--- src/rtl/uncache_unit.sv ---
// uncache_unit: single-outstanding uncached load/store engine for the MEM stage.
// It latches one request and issues a single-beat read or write. Load data is
// held in uncache_Out until the next captured read beat.
module uncache_unit (
    input  logic        clk,
    input  logic        rst,
    input  logic        valid,
    input  logic        op,
    input  logic [31:0] addr,
    input  logic [1:0]  size,
    input  logic [3:0]  wstrb,
    input  logic [31:0] wdata,
    input  logic        rd_rdy,
    input  logic        ret_valid,
    input  logic        ret_last,
    input  logic [31:0] ret_data,
    input  logic        wr_rdy,
    output logic        MEM_unCache_data_ok,
    output logic [31:0] uncache_Out,
    output logic        uncache_last_stall,
    output logic        MEM_uncache_rd_req,
    output logic [2:0]  MEM_uncache_rd_type,
    output logic [31:0] MEM_uncache_rd_addr,
    output logic        MEM_uncache_wr_req,
    output logic [2:0]  MEM_uncache_wr_type,
    output logic [31:0] MEM_uncache_wr_addr,
    output logic [3:0]  MEM_uncache_wr_wstrb,
    output logic [31:0] MEM_uncache_wr_data
);

    typedef enum logic [2:0] {
        IDLE    = 3'd0,
        RD_REQ  = 3'd1,
        RD_WAIT = 3'd2,
        WR_REQ  = 3'd3,
        DONE    = 3'd4
    } state_t;

    state_t      state_q;
    logic        op_q;
    logic [31:0] addr_q;
    logic [1:0]  size_q;
    logic [3:0]  wstrb_q;
    logic [31:0] wdata_q;
    logic        req_q;      // memory-side request pending (read or write per op_q)
    logic [31:0] out_q;

    // FSM, request registers and load-data capture
    always_ff @(posedge clk or posedge rst) begin
        if (rst) begin
            state_q <= IDLE;
            op_q    <= 1'b0;
            addr_q  <= 32'd0;
            size_q  <= 2'd0;
            wstrb_q <= 4'd0;
            wdata_q <= 32'd0;
            req_q   <= 1'b0;
            out_q   <= 32'd0;
        end else begin
            case (state_q)
                IDLE: begin
                    if (valid) begin
                        op_q    <= op;
                        addr_q  <= addr;
                        size_q  <= size;
                        wstrb_q <= wstrb;
                        wdata_q <= wdata;
                        req_q   <= 1'b1;
                        state_q <= op ? WR_REQ : RD_REQ;
                    end
                end
                RD_REQ: begin
                    if (rd_rdy) begin
                        req_q   <= 1'b0;
                        state_q <= RD_WAIT;
                    end
                end
                RD_WAIT: begin
                    // every beat is captured so the last one wins
                    if (ret_valid) begin
                        out_q <= ret_data;
                        if (ret_last) state_q <= DONE;
                    end
                end
                WR_REQ: begin
                    if (wr_rdy) begin
                        req_q   <= 1'b0;
                        state_q <= DONE;
                    end
                end
                DONE: begin
                    // a valid seen here belongs to the next instruction; take it next cycle
                    state_q <= IDLE;
                end
                default: state_q <= IDLE;
            endcase
        end
    end

    assign MEM_unCache_data_ok  = ((state_q == IDLE) && !valid) || (state_q == DONE);
    assign uncache_last_stall   = (state_q == DONE);
    assign uncache_Out          = out_q;

    assign MEM_uncache_rd_req   = req_q && !op_q;
    assign MEM_uncache_rd_type  = {1'b0, size_q};
    assign MEM_uncache_rd_addr  = addr_q;
    assign MEM_uncache_wr_req   = req_q && op_q;
    assign MEM_uncache_wr_type  = {1'b0, size_q};
    assign MEM_uncache_wr_addr  = addr_q;
    assign MEM_uncache_wr_wstrb = wstrb_q;
    assign MEM_uncache_wr_data  = wdata_q;

endmodule

--- config.mk ---
export PLATFORM = sky130hd
export DESIGN_NAME = uncache_unit
export DESIGN_NICKNAME = d
export VERILOG_FILES = /design/src/rtl/uncache_unit.sv
export SDC_FILE = /design/constraint.sdc
export NUM_CORES = 1
export LEC_CHECK = 0
export CORE_MARGIN = 2
export CORE_UTILIZATION = 40
export DETAILED_ROUTE_END_ITERATION = 7
export PLACE_DENSITY = 0.81
export RECOVER_POWER = 100
export SLEW_MARGIN = 5
export SYNTH_ARGS = -nofsm -noshare
export SYNTH_HDL_FRONTEND = slang
export SYNTH_SLANG_ARGS = --single-unit
--- constraint.sdc ---
create_clock -name clk -period 4.4 [get_ports clk]
set_input_delay 0.66 -clock clk [delete_from_list [all_inputs] [get_ports clk]]
set_output_delay 0.66 -clock clk [all_outputs]
set_load 0.01 [all_outputs]
# Yosys cells after proc, flatten, opt, wreduce, memory -nomap -nowiden
# Index checks and enable logic that the tools add are counted.
dict set report word_totals {
  reg_bits 107
  romBits 0
  in_bits 110
  elab_cells 40
  latchBits 0
  mem_count 0
  output_inout_bits 142
  ramBits 0
}
dict set report op_classes {
  n_addsub 0
  n_mux 11
  n_shift 0
  eq_ne 9
  n_bitwise 0
  n_div 0
  reduce_logical 12
  magnitude_cmp 0
  n_mul 0
}
# cell count
set ops {}
lappend ops {{3-bit two-way mux} 5}
lappend ops {{3-bit one-hot mux with 4 select lines} 1}
lappend ops {{2-bit != test (second input constant)} 5}
lappend ops {{3-bit by 2-bit == test with 1-bit output (second input constant)} 2}
lappend ops {{5-bit AND reduction} 1}
lappend ops {{2-bit AND reduction} 2}
lappend ops {{4-bit AND reduction} 1}
lappend ops {{3-bit by 1-bit == test with 1-bit output (second input constant)} 1}
lappend ops {{3-bit == test (second input constant)} 1}
lappend ops {{1-bit logical AND} 3}
lappend ops {{3-bit zero test} 1}
lappend ops {{1-bit two-way mux} 3}
lappend ops {{1-bit one-hot mux with 3 select lines} 1}
lappend ops {{3-bit nonzero test} 1}
lappend ops {{1-bit zero test} 2}
lappend ops {{2-bit two-way mux} 1}
lappend ops {{1-bit logical OR} 1}

# Logic depth before layout (Yosys ltp)
dict set report logic_depth {
  ltp_word 3
  depth_mapped 5
}

# Worst setup path after synthesis
# OpenSTA, ideal clock, no wires.
dict set report synth_path {
  path_kind {input port to flip-flop}
  start {input valid}
  end {register addr_q[0] (netlist: MEM_uncache_rd_addr[0])}
  path_stages 5
  n_path_buf 2
  setup_slack_ns 2.662
  t_arrival_ns 1.613
  path_cell_list {nor2b_1 -> nor3b_2 -> buf_6 -> buf_12 -> mux2_4}
}
dict set report synth_via {
  elab_chain_len 1
}
# element line
set synth_rtl {}
lappend synth_rtl {{start, declared} 7} ;# input logic valid,
lappend synth_rtl {{2-bit AND reduction (no line)} n/a}
lappend synth_rtl {{end signal, assigned} 64} ;# addr_q <= addr;
lappend synth_rtl {{end, declared} 41} ;# logic [31:0] addr_q;
# No other way between the ends.
# A chain may end at the register's enable or synchronous reset.

==> reports/qor.log <==
qor: die.die_w 115 um
qor: clocking.cts_inserted_buffers 9
qor: timing.timing_worst_slew_pin_value 2.60 ns
qor: grt.grt_use_total 17.5%
qor: timing.number_of_setup_violations_in_the_final_report 0
qor: critical_path.worstPathArrival 3.45 ns
qor: placement.port_buffers 249
qor: detailed_routing.detailroute.via_count 3109
qor: critical_path.cell_by_cell_trace_of_the_critical_path dlygate4sd3_1 -> clkinvlp_2 -> clkbuf_2
qor: synth.syn_area 4900 um2
qor: clocking.post_cts_hold_buffer_count 0
qor: detailed_routing.post_drt_via_cell_ratio 4.75
qor: power_and_ir_drop.pwr-share-clk 15.1%
qor: power_and_ir_drop.finalPower 4860 uW
qor: synth.synth.avg_cell_area 16.8 um2
qor: outcome.outcome finished with violations
qor: timing.finClkSkew 0.00314 ns
qor: die.chip_height 115 um
qor: power_and_ir_drop.power_density 693 nW/um2
qor: power_and_ir_drop.power.sequential.fraction 37.3%
qor: power_and_ir_drop.switching_share 33.1%
qor: detailed_routing.remaining_drcs 0
qor: grt.overflow 0
qor: synth.syn-instance-count 292
qor: clocking.clk_latency 0.34 ns
qor: timing.relSlewSlack -74.5%
qor: synth.synth_seq_cells 107
qor: die.fp.dieArea 13100 um2
qor: timing.peak_freq 330 MHz
qor: grt.vias_in_the_first_global_route 3261
qor: grt.first_pass_grt_wire_length 17500 um
qor: flow_run.max-cap-violations 1
qor: clocking.root_buffer_master clkbuf_16
qor: timing.grt_setup_unrepaired false
qor: clocking.clk_transition_reported_paths 0.06 ns
qor: min_path.min_path_type register to register
qor: finish.design.final.nets 617
qor: finish.syn_to_final_growth 43.2%
qor: finish.antenna_cells_inserted 0
qor: critical_path.cp_slowest_stage_delay 1.49 ns
qor: timing.timing.final.crit_share 68.8%
qor: finish.fillCellCount 1050
qor: die.pin_count 252
qor: finish.proportion_of_layout_cells_with_a_drive_suffix_above_1 3.94%
qor: synth.yosys.cell_types.count 26
qor: die.placeableCoreArea 12000 um2
qor: critical_path.timing.critical_path.required 4.83 ns
qor: placement.dp.cells 643
qor: critical_path.criticalPathCategory input pin to asynchronous set/reset pin
qor: timing.report.final.hold_viol_count 0
qor: timing.final.setup.tns 0 ns
qor: outcome.violations max-capacitance violations, max-slew violations
qor: clocking.cts_max_path_buffers 2
qor: detailed_routing.first_pass_iters 5
qor: power_and_ir_drop.netSwitchingPower 1610 uW
qor: critical_path.worst-path-max-fanout 60
qor: clocking.ctsResizeCount 0
qor: timing.finalMaxSlewViolations 61
qor: power_and_ir_drop.comb_power_share 47.7%
qor: grt.grt_antenna_before_repair 0
qor: synth.synth.yosys.warnings 0
qor: detailed_routing.ant_nets 0
qor: detailed_routing.drt_iter0_drc 71
qor: placement.place.gp.congestion 0.817
qor: detailed_routing.route.detailed.wl_per_inst 17.4 um
qor: placement.worst_setup_timing_slack_at_the_placement_stage 1.54 ns
qor: timing.finalHoldWorstSlack 0.480 ns
qor: finish.multi_input_area 1380 um2
qor: critical_path.worstSetupEndpointType asynchronous set/reset pin
qor: placement.dp_hpwl 8610 um
qor: critical_path.cp_slowest_cell clkinvlp_2
qor: grt.pin_count_of_the_biggest_net_entering_global_routing 61
qor: detailed_routing.wirelength 11400 um
qor: clocking.post_cts.repair.setup_buffers 0
qor: die.initial_core_util 41.0%
qor: critical_path.start_kind input pin
qor: synth.yosysSeqAreaShare 54.7%
qor: timing.timing.final.crit_period 3.03 ns
qor: power_and_ir_drop.cell_internal_pwr 3260 uW
qor: power_and_ir_drop.peakVddDrop 0.000389 V
qor: power_and_ir_drop.power.leakage 0.00296 uW
qor: finish.finalNonFillerCells 655
qor: clocking.numClockSinks 107
qor: die.floorplan.rows 40
qor: timing.finalWorstSetupSlack 1.37 ns
qor: clocking.h-tree-depth 3
qor: finish.seq_area 2680 um2
qor: clocking.clock_tree_from_tritoncts built
worst max-delay path, delay by kind of cell:
kind                   cells  cell delay (ns)
buffers and inverters      3             2.77
sequential cells by signal, summed over array words and instances (netlist names):
register,cells
state_q,3
uncache_Out,32
MEM_uncache_wr_wstrb,4
req_q,1
MEM_uncache_rd_addr,32
op_q,1
MEM_uncache_wr_data,32
size_q,2
stage by stage:
stage,cell area (um2),util (%)
5_1_grt,7020,58.7
6_report,7020,58.7
2_1_floorplan,4900,-
4_1_cts,7400,61.9
3_3_place_gp,7140,59.7
3_5_place_dp,7140,59.7
layout make-up:
cell class | count | area share, %
Clock buffer | 12 | 3.66
Timing Repair Buffer | 253 | 35.8
Multi-Input combinational cell | 135 | 19.7
Tap cell | 147 | 2.62
Inverter | 1 | 0.0713
Sequential cell | 107 | 38.2
power groups by stage:
stage / combinational (uW) / clock (uW) / sequential, uW
4_1_cts: 3100 / 753 / 1890
3_3_place_gp: 3030 / 0 / 1870
3_5_place_dp: 3100 / 0 / 1890
2_1_floorplan: 1620 / 0 / 2030
6_report: 2320 / 732 / 1810
5_1_grt: 2480 / 792 / 1890
synthesized netlist by cell type, drive strengths merged:
cell type	count	area (um2)
mux2	103	1540
nor3	2	10.0
inv	1	3.75
nor3b	3	27.5
o21ai	2	10.0
nand2b	3	18.8
mux2i	3	30.0
a21oi	1	5.00
dfrtp	107	2680
nor2	3	13.8
nand3	2	10.0
a31o	1	8.76
buf	50	477
a211oi	1	7.51
a32o	1	10.0
nor2b	5	31.3
conb	1	3.75
and2	1	6.26
and3	2	12.5
routing by layer:
metal  up-vias  wire (um)  global-route usage [%]
met3        25        972                    5.88
met4         0        334                    9.11
li1       1401          -                       -
met1      1524       4520                    21.1
met2       159       5570                    27.9
met5         -          0                       0
cells by family (layout without fill, tap and decap cells):
| family | count (synthesis) | in the layout | share of synthesized area [%] |
|---|---|---|---|
| flip-flops | 107 | 107 | 54.7 |
| multiplexers | 106 | 106 | 32.0 |
| buffers and inverters | 51 | 266 | 9.81 |
| AND/OR/NAND/NOR | 21 | 21 | 2.66 |
| AO/OA/AOI/OAI | 6 | 6 | 0.843 |
| other | 1 | 2 | 0.0766 |
worst paths after layout:
path	start	endpoint	slack, ns	cells after the start
min reg2reg	MEM_uncache_wr_wstrb[0]$_DFFE_PP0P_	MEM_uncache_wr_wstrb[0]$_DFFE_PP0P_	0.48	1
max reg2reg	state_q[0]$_DFFE_PP0P_	uncache_Out[2]$_DFFE_PP0P_	1.87	3
min in group asynchronous	rst	MEM_uncache_rd_addr[9]$_DFFE_PP0P_	1.51	2
max	rst	uncache_Out[21]$_DFFE_PP0P_	1.37	3
min	MEM_uncache_wr_wstrb[0]$_DFFE_PP0P_	MEM_uncache_wr_wstrb[0]$_DFFE_PP0P_	0.48	1
max in group clk	valid	MEM_uncache_rd_addr[14]$_DFFE_PP0P_	1.44	5
placed cells by master (no fill, tap or decap), drive strengths merged:
cell           count
a211oi             1
a21oi              1
a31o               1
a32o               1
and2               1
and3               2
buf                1
clkbuf            15
clkdlybuf4s50    106
clkinvlp           1
conb               2
dfrtp            107
dlygate4sd3      143
mux2             103
mux2i              3
nand2b             3
nand3              2
nor2               3
nor2b              5
nor3               2
nor3b              3
o21ai              2
Power figures use the tool's default switching activity.
